## src/rtl/bp_be_pipe_long_idiv.sv

```systemverilog
// Iterative integer divide/remainder unit for the long-latency calculator path.
// Handles DIV/DIVU/REM/REMU in full width or RV64 W-mode. Zero divisor, signed
// overflow and zero dividend resolve in the accept cycle. All other operations
// normalise on the dividend's leading zeros, then retire bits_per_iter_p
// quotient bits per cycle. The result is held until the consumer accepts it.
module bp_be_pipe_long_idiv #(
    parameter int width_p          = 64,
    parameter int bits_per_iter_p  = 1,
    parameter int reg_addr_width_p = 5
) (
    input  logic                        clk_i,
    input  logic                        reset_i,
    input  logic                        v_i,
    output logic                        ready_o,
    input  logic [1:0]                  fu_op_i,
    input  logic                        opw_v_i,
    input  logic [reg_addr_width_p-1:0] rd_addr_i,
    input  logic [width_p-1:0]          rs1_i,
    input  logic [width_p-1:0]          rs2_i,
    input  logic                        flush_i,
    output logic                        v_o,
    input  logic                        yumi_i,
    output logic [reg_addr_width_p-1:0] rd_addr_o,
    output logic [width_p-1:0]          rd_data_o
);

    localparam int CNT_W = $clog2(width_p + 1);

    typedef enum logic [2:0] {
        S_IDLE,
        S_NORM,
        S_CALC,
        S_FIX,
        S_DONE
    } state_e;

    // In W-mode the low 32 bits are the result and bit 31 is sign-extended.
    function automatic logic [width_p-1:0] f_sext_w(input logic [width_p-1:0] v,
                                                    input logic              w);
        return w ? {{(width_p-32){v[31]}}, v[31:0]} : v;
    endfunction

    // Two's-complement negation when n is set.
    function automatic logic [width_p-1:0] f_cneg(input logic [width_p-1:0] v,
                                                  input logic              n);
        return n ? -v : v;
    endfunction

    // Number of significant bits in v (index of the highest set bit plus one).
    function automatic logic [CNT_W-1:0] f_bitlen(input logic [width_p-1:0] v);
        logic [CNT_W-1:0] e;
        e = '0;
        for (int i = 0; i < width_p; i++) begin
            if (v[i]) e = CNT_W'(i + 1);
        end
        return e;
    endfunction

    // Control state
    state_e                      r_state;
    logic                        r_ready;
    logic                        r_v;
    logic [reg_addr_width_p-1:0] r_rd_addr;
    logic [width_p-1:0]          r_result;

    // Captured operation and iteration datapath
    logic [1:0]                  r_op;
    logic                        r_opw;
    logic [width_p-1:0]          r_a;
    logic [width_p-1:0]          r_b;
    logic [width_p-1:0]          r_dvd;   // shifting dividend; quotient bits enter at bit 0
    logic [width_p:0]            r_rem;   // partial remainder, one spare bit for the shift-in
    logic [width_p-1:0]          r_div;
    logic [CNT_W-1:0]            r_cnt;
    logic                        r_q_neg;
    logic                        r_r_neg;

    // Accept-cycle decode: operand extension and special cases
    logic                        w_accept;
    logic                        w_signed_in;
    logic [width_p-1:0]          w_a_ext;
    logic [width_p-1:0]          w_b_ext;
    logic [width_p-1:0]          w_min_neg;
    logic                        w_b_zero;
    logic                        w_a_zero;
    logic                        w_ovf;
    logic                        w_special;
    logic [width_p-1:0]          w_spec_q;
    logic [width_p-1:0]          w_spec_r;
    logic [width_p-1:0]          w_spec_res;

    assign w_accept    = v_i & r_ready & ~flush_i;
    assign w_signed_in = ~fu_op_i[0];
    assign w_a_ext     = opw_v_i ? {{(width_p-32){w_signed_in & rs1_i[31]}}, rs1_i[31:0]} : rs1_i;
    assign w_b_ext     = opw_v_i ? {{(width_p-32){w_signed_in & rs2_i[31]}}, rs2_i[31:0]} : rs2_i;
    assign w_min_neg   = opw_v_i ? {{(width_p-31){1'b1}}, {31{1'b0}}}
                                 : {1'b1, {(width_p-1){1'b0}}};
    assign w_b_zero    = (w_b_ext == '0);
    assign w_a_zero    = (w_a_ext == '0);
    assign w_ovf       = w_signed_in & (w_a_ext == w_min_neg) & (w_b_ext == '1);
    assign w_special   = w_b_zero | w_ovf | w_a_zero;

    // Divide-by-zero wins over the other two cases; the zero-dividend case yields zeros.
    always_comb begin
        w_spec_q = '0;
        w_spec_r = '0;
        if (w_b_zero) begin
            w_spec_q = '1;
            w_spec_r = w_a_ext;
        end else if (w_ovf) begin
            w_spec_q = w_a_ext;
            w_spec_r = '0;
        end
    end

    assign w_spec_res = f_sext_w(fu_op_i[1] ? w_spec_r : w_spec_q, opw_v_i);

    // Normalisation: magnitudes, signs, iteration count and pre-shift
    logic                        w_signed;
    logic                        w_a_neg;
    logic                        w_b_neg;
    logic [width_p-1:0]          w_a_mag;
    logic [width_p-1:0]          w_b_mag;
    logic [CNT_W-1:0]            w_eff;
    logic [CNT_W-1:0]            w_k;
    logic [CNT_W-1:0]            w_kb;
    logic [CNT_W-1:0]            w_shamt;

    assign w_signed = ~r_op[0];
    assign w_a_neg  = w_signed & r_a[width_p-1];
    assign w_b_neg  = w_signed & r_b[width_p-1];
    assign w_a_mag  = f_cneg(r_a, w_a_neg);
    assign w_b_mag  = f_cneg(r_b, w_b_neg);
    assign w_eff    = f_bitlen(w_a_mag);
    assign w_k      = (bits_per_iter_p == 2) ? ((w_eff + CNT_W'(1)) >> 1) : w_eff;
    assign w_kb     = (bits_per_iter_p == 2) ? {w_k[CNT_W-2:0], 1'b0} : w_k;
    assign w_shamt  = CNT_W'(width_p) - w_kb;

    // Restoring shift-subtract, bits_per_iter_p steps chained per cycle
    logic [width_p:0]            w_rem_nxt;
    logic [width_p-1:0]          w_dvd_nxt;
    logic [width_p:0]            w_trial;

    always_comb begin
        w_rem_nxt = r_rem;
        w_dvd_nxt = r_dvd;
        w_trial   = '0;
        for (int s = 0; s < bits_per_iter_p; s++) begin
            w_trial   = {w_rem_nxt[width_p-1:0], w_dvd_nxt[width_p-1]};
            w_dvd_nxt = {w_dvd_nxt[width_p-2:0], 1'b0};
            if (w_trial >= {1'b0, r_div}) begin
                w_trial      = w_trial - {1'b0, r_div};
                w_dvd_nxt[0] = 1'b1;
            end
            w_rem_nxt = w_trial;
        end
    end

    // Sign fix-up and result selection
    logic [width_p-1:0]          w_fix_res;

    assign w_fix_res = f_sext_w(r_op[1] ? f_cneg(r_rem[width_p-1:0], r_r_neg)
                                        : f_cneg(r_dvd, r_q_neg), r_opw);

    // Sequencer and registered outputs; reset beats flush, flush beats everything else
    always_ff @(posedge clk_i) begin
        if (reset_i) begin
            r_state   <= S_IDLE;
            r_ready   <= 1'b1;
            r_v       <= 1'b0;
            r_rd_addr <= '0;
            r_result  <= '0;
        end else if (flush_i) begin
            r_state   <= S_IDLE;
            r_ready   <= 1'b1;
            r_v       <= 1'b0;
        end else begin
            case (r_state)
                S_IDLE: begin
                    if (w_accept) begin
                        r_ready   <= 1'b0;
                        r_rd_addr <= rd_addr_i;
                        if (w_special) begin
                            r_state  <= S_DONE;
                            r_v      <= 1'b1;
                            r_result <= w_spec_res;
                        end else begin
                            r_state  <= S_NORM;
                        end
                    end
                end
                S_NORM: begin
                    r_state <= S_CALC;
                end
                S_CALC: begin
                    if (r_cnt == '0) r_state <= S_FIX;
                end
                S_FIX: begin
                    r_state  <= S_DONE;
                    r_v      <= 1'b1;
                    r_result <= w_fix_res;
                end
                S_DONE: begin
                    if (yumi_i) begin
                        r_state <= S_IDLE;
                        r_v     <= 1'b0;
                        r_ready <= 1'b1;
                    end
                end
                default: begin
                    r_state <= S_IDLE;
                    r_ready <= 1'b1;
                    r_v     <= 1'b0;
                end
            endcase
        end
    end

    // Operand capture and iteration datapath; contents are qualified by the sequencer
    always_ff @(posedge clk_i) begin
        if (w_accept) begin
            r_op  <= fu_op_i;
            r_opw <= opw_v_i;
            r_a   <= w_a_ext;
            r_b   <= w_b_ext;
        end
        case (r_state)
            S_NORM: begin
                r_dvd   <= w_a_mag << w_shamt;
                r_div   <= w_b_mag;
                r_rem   <= '0;
                r_cnt   <= w_k - CNT_W'(1);
                r_q_neg <= w_a_neg ^ w_b_neg;
                r_r_neg <= w_a_neg;
            end
            S_CALC: begin
                r_dvd <= w_dvd_nxt;
                r_rem <= w_rem_nxt;
                r_cnt <= r_cnt - CNT_W'(1);
            end
            default: ;
        endcase
    end

    assign ready_o   = r_ready;
    assign v_o       = r_v;
    assign rd_addr_o = r_rd_addr;
    assign rd_data_o = r_result;

endmodule
```

## config.mk

```make
export PLATFORM = sky130hd
export DESIGN_NAME = bp_be_pipe_long_idiv
export DESIGN_NICKNAME = d
export VERILOG_FILES = /design/src/rtl/bp_be_pipe_long_idiv.sv
export SDC_FILE = /design/constraint.sdc
export NUM_CORES = 2
export LEC_CHECK = 0
export BUFFER_PORTS_ARGS = -buffer_cell sky130_fd_sc_hd__buf_4
export CAP_MARGIN = 10
export CORE_MARGIN = 2
export CORE_UTILIZATION = 25
export DETAILED_ROUTE_END_ITERATION = 8
export GPL_TIMING_DRIVEN = 0
export HOLD_SLACK_MARGIN = 0.12
export PLACE_DENSITY = 0.48
export SETUP_SLACK_MARGIN = 0.3
export SLEW_MARGIN = 20
export SYNTH_ARGS = -nofsm -noshare
export SYNTH_HDL_FRONTEND = slang
export SYNTH_SLANG_ARGS = --single-unit
export TNS_END_PERCENT = 30
```

## constraint.sdc

```tcl
create_clock -name clk_i -period 19.62 [get_ports clk_i]
set_clock_uncertainty 0.05 [all_clocks]
set_input_delay 1.962 -clock clk_i [delete_from_list [all_inputs] [get_ports clk_i]]
set_output_delay 1.962 -clock clk_i [all_outputs]
set_load 0.05 [all_outputs]
```

==> results by group <==
Floorplan
  • Num rows: 134
  • Die area: 0.137 sq mm
  • Chip width: 370 microns
  • Die H: 370 microns
  • Initial Util: 25.1%
  • Core area: 0.133 sq mm
  • I/O pin count: 212

Timing
  • Fmax: 0.0961 GHz
  • Clock period minus worst slack: 10.41 ns
  • Max-slew violation count: 0
  • Max_slew headroom: about 16%
  • Setup_tns: 0 ns
  • Slew at the pin closest to its max-slew limit: 1.26 ns
  • Crit share post-route: 53.1%
  • Fin. Hold Viols: 0
  • Setup repair after global routing missed its margin: no
  • Final Setup Violations: 0

Critical path
  • Worst path bufs/invs: 8
  • Worst-path cell chain: clkbuf_1 -> buf_8 -> nand2b_1 -> inv_1 -> clkbuf_1 -> buf_1 -> clkbuf_1 -> nand2_1 -> o22ai_1 -> nand4b_1 -> a211oi_1 -> o2111ai_1 -> a41oi_2 -> ha_1 -> clkbuf_1 -> buf_1 -> a21oi_1 -> a2111oi_1 -> mux2i_1 -> mux2i_1 -> mux2i_1 -> a221o_1
  • Setup crit end kind: flip-flop
  • Critical setup path kind: reg2reg
  • Worst Reg-to-Reg Cells: 22
  • Most frequent CP cell: clkbuf_1
  • Worst EP arrival: 10.77 ns
  • Setup slack, reg-to-reg: between 9 and 10 ns
  • Critical path fanouts, max: 10
  • Critical Path Stages: 22
  • CP Launch Point: r_a[63]
  • Capturing point of the worst reg2reg path: r_dvd[57]
  • Critical Path Source Type: flip-flop
  • R2R Path Start: r_a[63]
  • Capture point of the worst path: r_dvd[57]
  • Slowest stage delay, CP: 1.10 ns
  • Worst Path Required: about 20 ns
  • Cell family with most CP delay: buffers and inverters
  • Critical path's slowest cell: a2111oi_1

Global routing
  • Initial antenna violation count: 10
  • Vias in the first global route: approximately 32000
  • GRT Util Overall: 22.2%
  • First-pass GRT wire length: 225 mm
  • Total gr overflow: 0
  • Largest net degree at the start of global routing: 68

Clocking
  • Num CTS Buffers: 51
  • Post-cts resize count: 0
  • Clock Latency Late Sink: 0.70 ns
  • CTS tree: done
  • Post-CTS setup buffer count: 0
  • Maximum clock path buffer count: 3
  • Root buffer cell: clkbuf_16
  • H-tree Lvls: 2
  • Clk sinks: 406
  • Post-CTS Hold Fix Bufs: 0
  • Worst-path clk slew: approximately 0.060 ns

Synth
  • Count leader, synth: nand2_1
  • Post-synthesis net count: between 4000 and 5000
  • Dominant cell type by area after synthesis: edfxtp_1
  • Commonest cells in the synthesized netlist: 363 x nand2_1, 332 x edfxtp_1, 302 x nor2_1
  • Syn avg cell area: 8.54 sq um
  • Yosys reg bits: slightly above 400
  • Top-area cell type share of the netlist area: between 20 and 30%
  • Netlist cell types: 117
  • Top cells by area, synth: edfxtp_1 30%, xnor2_1 5.1%, dfxtp_1 4.4%, a21oi_1 4.3%, o21ai_0 4.3%
  • Gate Count Post-Synth: 3926
  • Yosys warns: 0
  • Post-synthesis sequential area ratio: 34.2%
  • Post-Syn Area: 0.0335 sq mm
  • Post-synth EDFFs: roughly 330
  • Primary FF master, synth: edfxtp_1
  • Synth async-reset ratio: 0%

Worst hold path
  • Hold depth: 2
  • Worst Hold Class: reg2reg

Finish
  • Non-Filler Cell Area, Final: just under 0.04 sq mm
  • Nets: 4416
  • Fill count: 14200
  • Share of cells above drive strength 1: 12.3%
  • P&R area growth vs syn: 17.7%

Placed design
  • GPL Wtd Cong: 1.04
  • IO buf count: 210
  • Post-DP Area: 0.0377 sq mm
  • Hpwl dp: 128 mm

Pwr
  • PwrDens: 72.9 mW/mm^2
  • Peak supply drop: 0.0000690 V
  • Leakage: around 14 nW

Run
  • Number of max-cap violations: 0

Route
  • Drt initial violations: 3888
  • Remaining DRCs: 0
  • Detail Route Antenna Nets: 0
  • Drt pass-1 iters: 6
  • Vias per cell: 5.55
  • Routed via count: 33400
  • Post-DR wirelength/cell: 26.2 microns
  • Routed wire length: 158 mm

Status
  • Outcome: finished, final reports clean
-- area by class of cell --
cell class | count | area (sq um) | area share (%)
Tap cell | 1768 | 2210 | 5.60
Sequential cell | 406 | 11500 | 29.0
Clock buffer | 71 | 1410 | 3.57
Timing Repair Buffer | 225 | 1890 | 4.78
Multi-Input combinational cell | 3081 | 20400 | 51.6
Clock inverter | 25 | 327 | 0.827
Antenna cell | 3 | 7.51 | 0.0190
Inverter | 169 | 642 | 1.63
Buffer | 270 | 1150 | 2.92
-- through the flow --
step / power [mW] / setup WS (ns) / cells / hold WS, ns / util (%)
detailed placement: 1.86 / 9.75 / 5919 / 0.403 / 28.3
global route: 2.97 / 9.30 / 6015 / 0.439 / 29.6
CTS: 2.86 / 9.69 / 6015 / 0.411 / 29.6
floorplan: 1.53 / 8.67 / 3926 / 0.400 / -
finish: 2.88 / 9.21 / 6018 / 0.408 / 29.6
global placement: 1.87 / 2.81 / 5904 / 0.400 / 28.0
-- power by group --
group	internal (mW)	total, mW	switching (mW)	leakage, nW
sequential	0.984	1.02	0.0391	3.69
combinational	0.281	0.857	0.576	9.48
clock	0.562	0.995	0.433	0.848
-- cells in the final DEF, fill, tap and decap left out, types with 32 or more instances in the layout --
master     synthesis  routed
nand2_1          363     363
edfxtp_1         332     332
nor2_1           302     301
a21oi_1          291     291
o21ai_0          285     283
buf_4             13     225
clkbuf_1         190     202
xnor2_1          194     194
inv_1            165     164
mux2i_1          122     122
nor3_1           125     121
xor2_1           120     120
nand3_1          103     103
a21o_1            78      78
dfxtp_1           74      74
nor4_1            75      72
ha_1              70      70
o31ai_1           63      63
a211oi_1          56      56
clkbuf_16          0      51
nand4_1           49      49
o211ai_1          43      43
nand2b_1          42      42
or3_1             41      41
or4_1             40      40
a31oi_1           41      40
mux2_2            39      39
a22oi_1           37      37
buf_2             35      36
a311oi_1          32      32
-- registers in the layout, summed over array words and instances (netlist names) --
signal / count
r_rem: 64
rd_addr_o: 5
r_cnt: 7
v_o: 1
r_state: 3
r_op: 2
ready_o: 1
r_r_neg: 1
r_q_neg: 1
r_a: 64
r_opw: 1
rd_data_o: 64
r_dvd: 64
r_div: 64
r_b: 64
-- worst reg2reg max path: stages, from the launching register on --
cell,delay (ns)
edfxtp_1,0.32
clkbuf_1,0.56
buf_8,0.23
nand2b_1,0.23
inv_1,0.18
clkbuf_1,0.72
buf_1,0.73
clkbuf_1,0.64
nand2_1,0.26
o22ai_1,0.50
nand4b_1,0.25
a211oi_1,0.68
o2111ai_1,0.29
a41oi_2,0.39
ha_1,0.35
clkbuf_1,0.49
buf_1,0.63
a21oi_1,0.25
a2111oi_1,1.10
mux2i_1,0.18
mux2i_1,0.37
mux2i_1,0.32
a221o_1,0.41
-- cell families after synthesis --
family	Yosys count	share of synthesized area (%)
AOI/OAI and AO/OA	1219	24.4
muxes	169	5.46
buffers and inverters	439	5.33
adders and majority gates	71	2.67
DFF	406	34.2
xor gates and xnor gates	320	8.50
and+or+nand+nor	1302	19.5
-- worst min path at each step --
| stage | from | end | slack [ns] |
|---|---|---|---|
| final | rd_data_o[54] | rd_data_o[54] | 0.41 |
| after global routing | rd_data_o[54] | rd_data_o[54] | 0.44 |
| after CTS | rd_data_o[54] | rd_data_o[54] | 0.41 |
| after detailed placement | rd_data_o[54] | rd_data_o[54] | 0.40 |
| after global placement | rd_data_o[55] | rd_data_o[55] | 0.40 |
| after floorplan | r_b[0] | r_div[0] | 0.40 |
-- layer usage --
metal,routed length (microns),vias up,track usage (%),part of all wire [%]
met5,130,-,0,0.082
met4,6940,8,9.26,4.4
met3,12900,315,4.19,8.2
met2,72200,1573,36.3,46
met1,65600,16200,28.6,42
li1,-,15300,-,-
(Power assumes the default switching activity.)
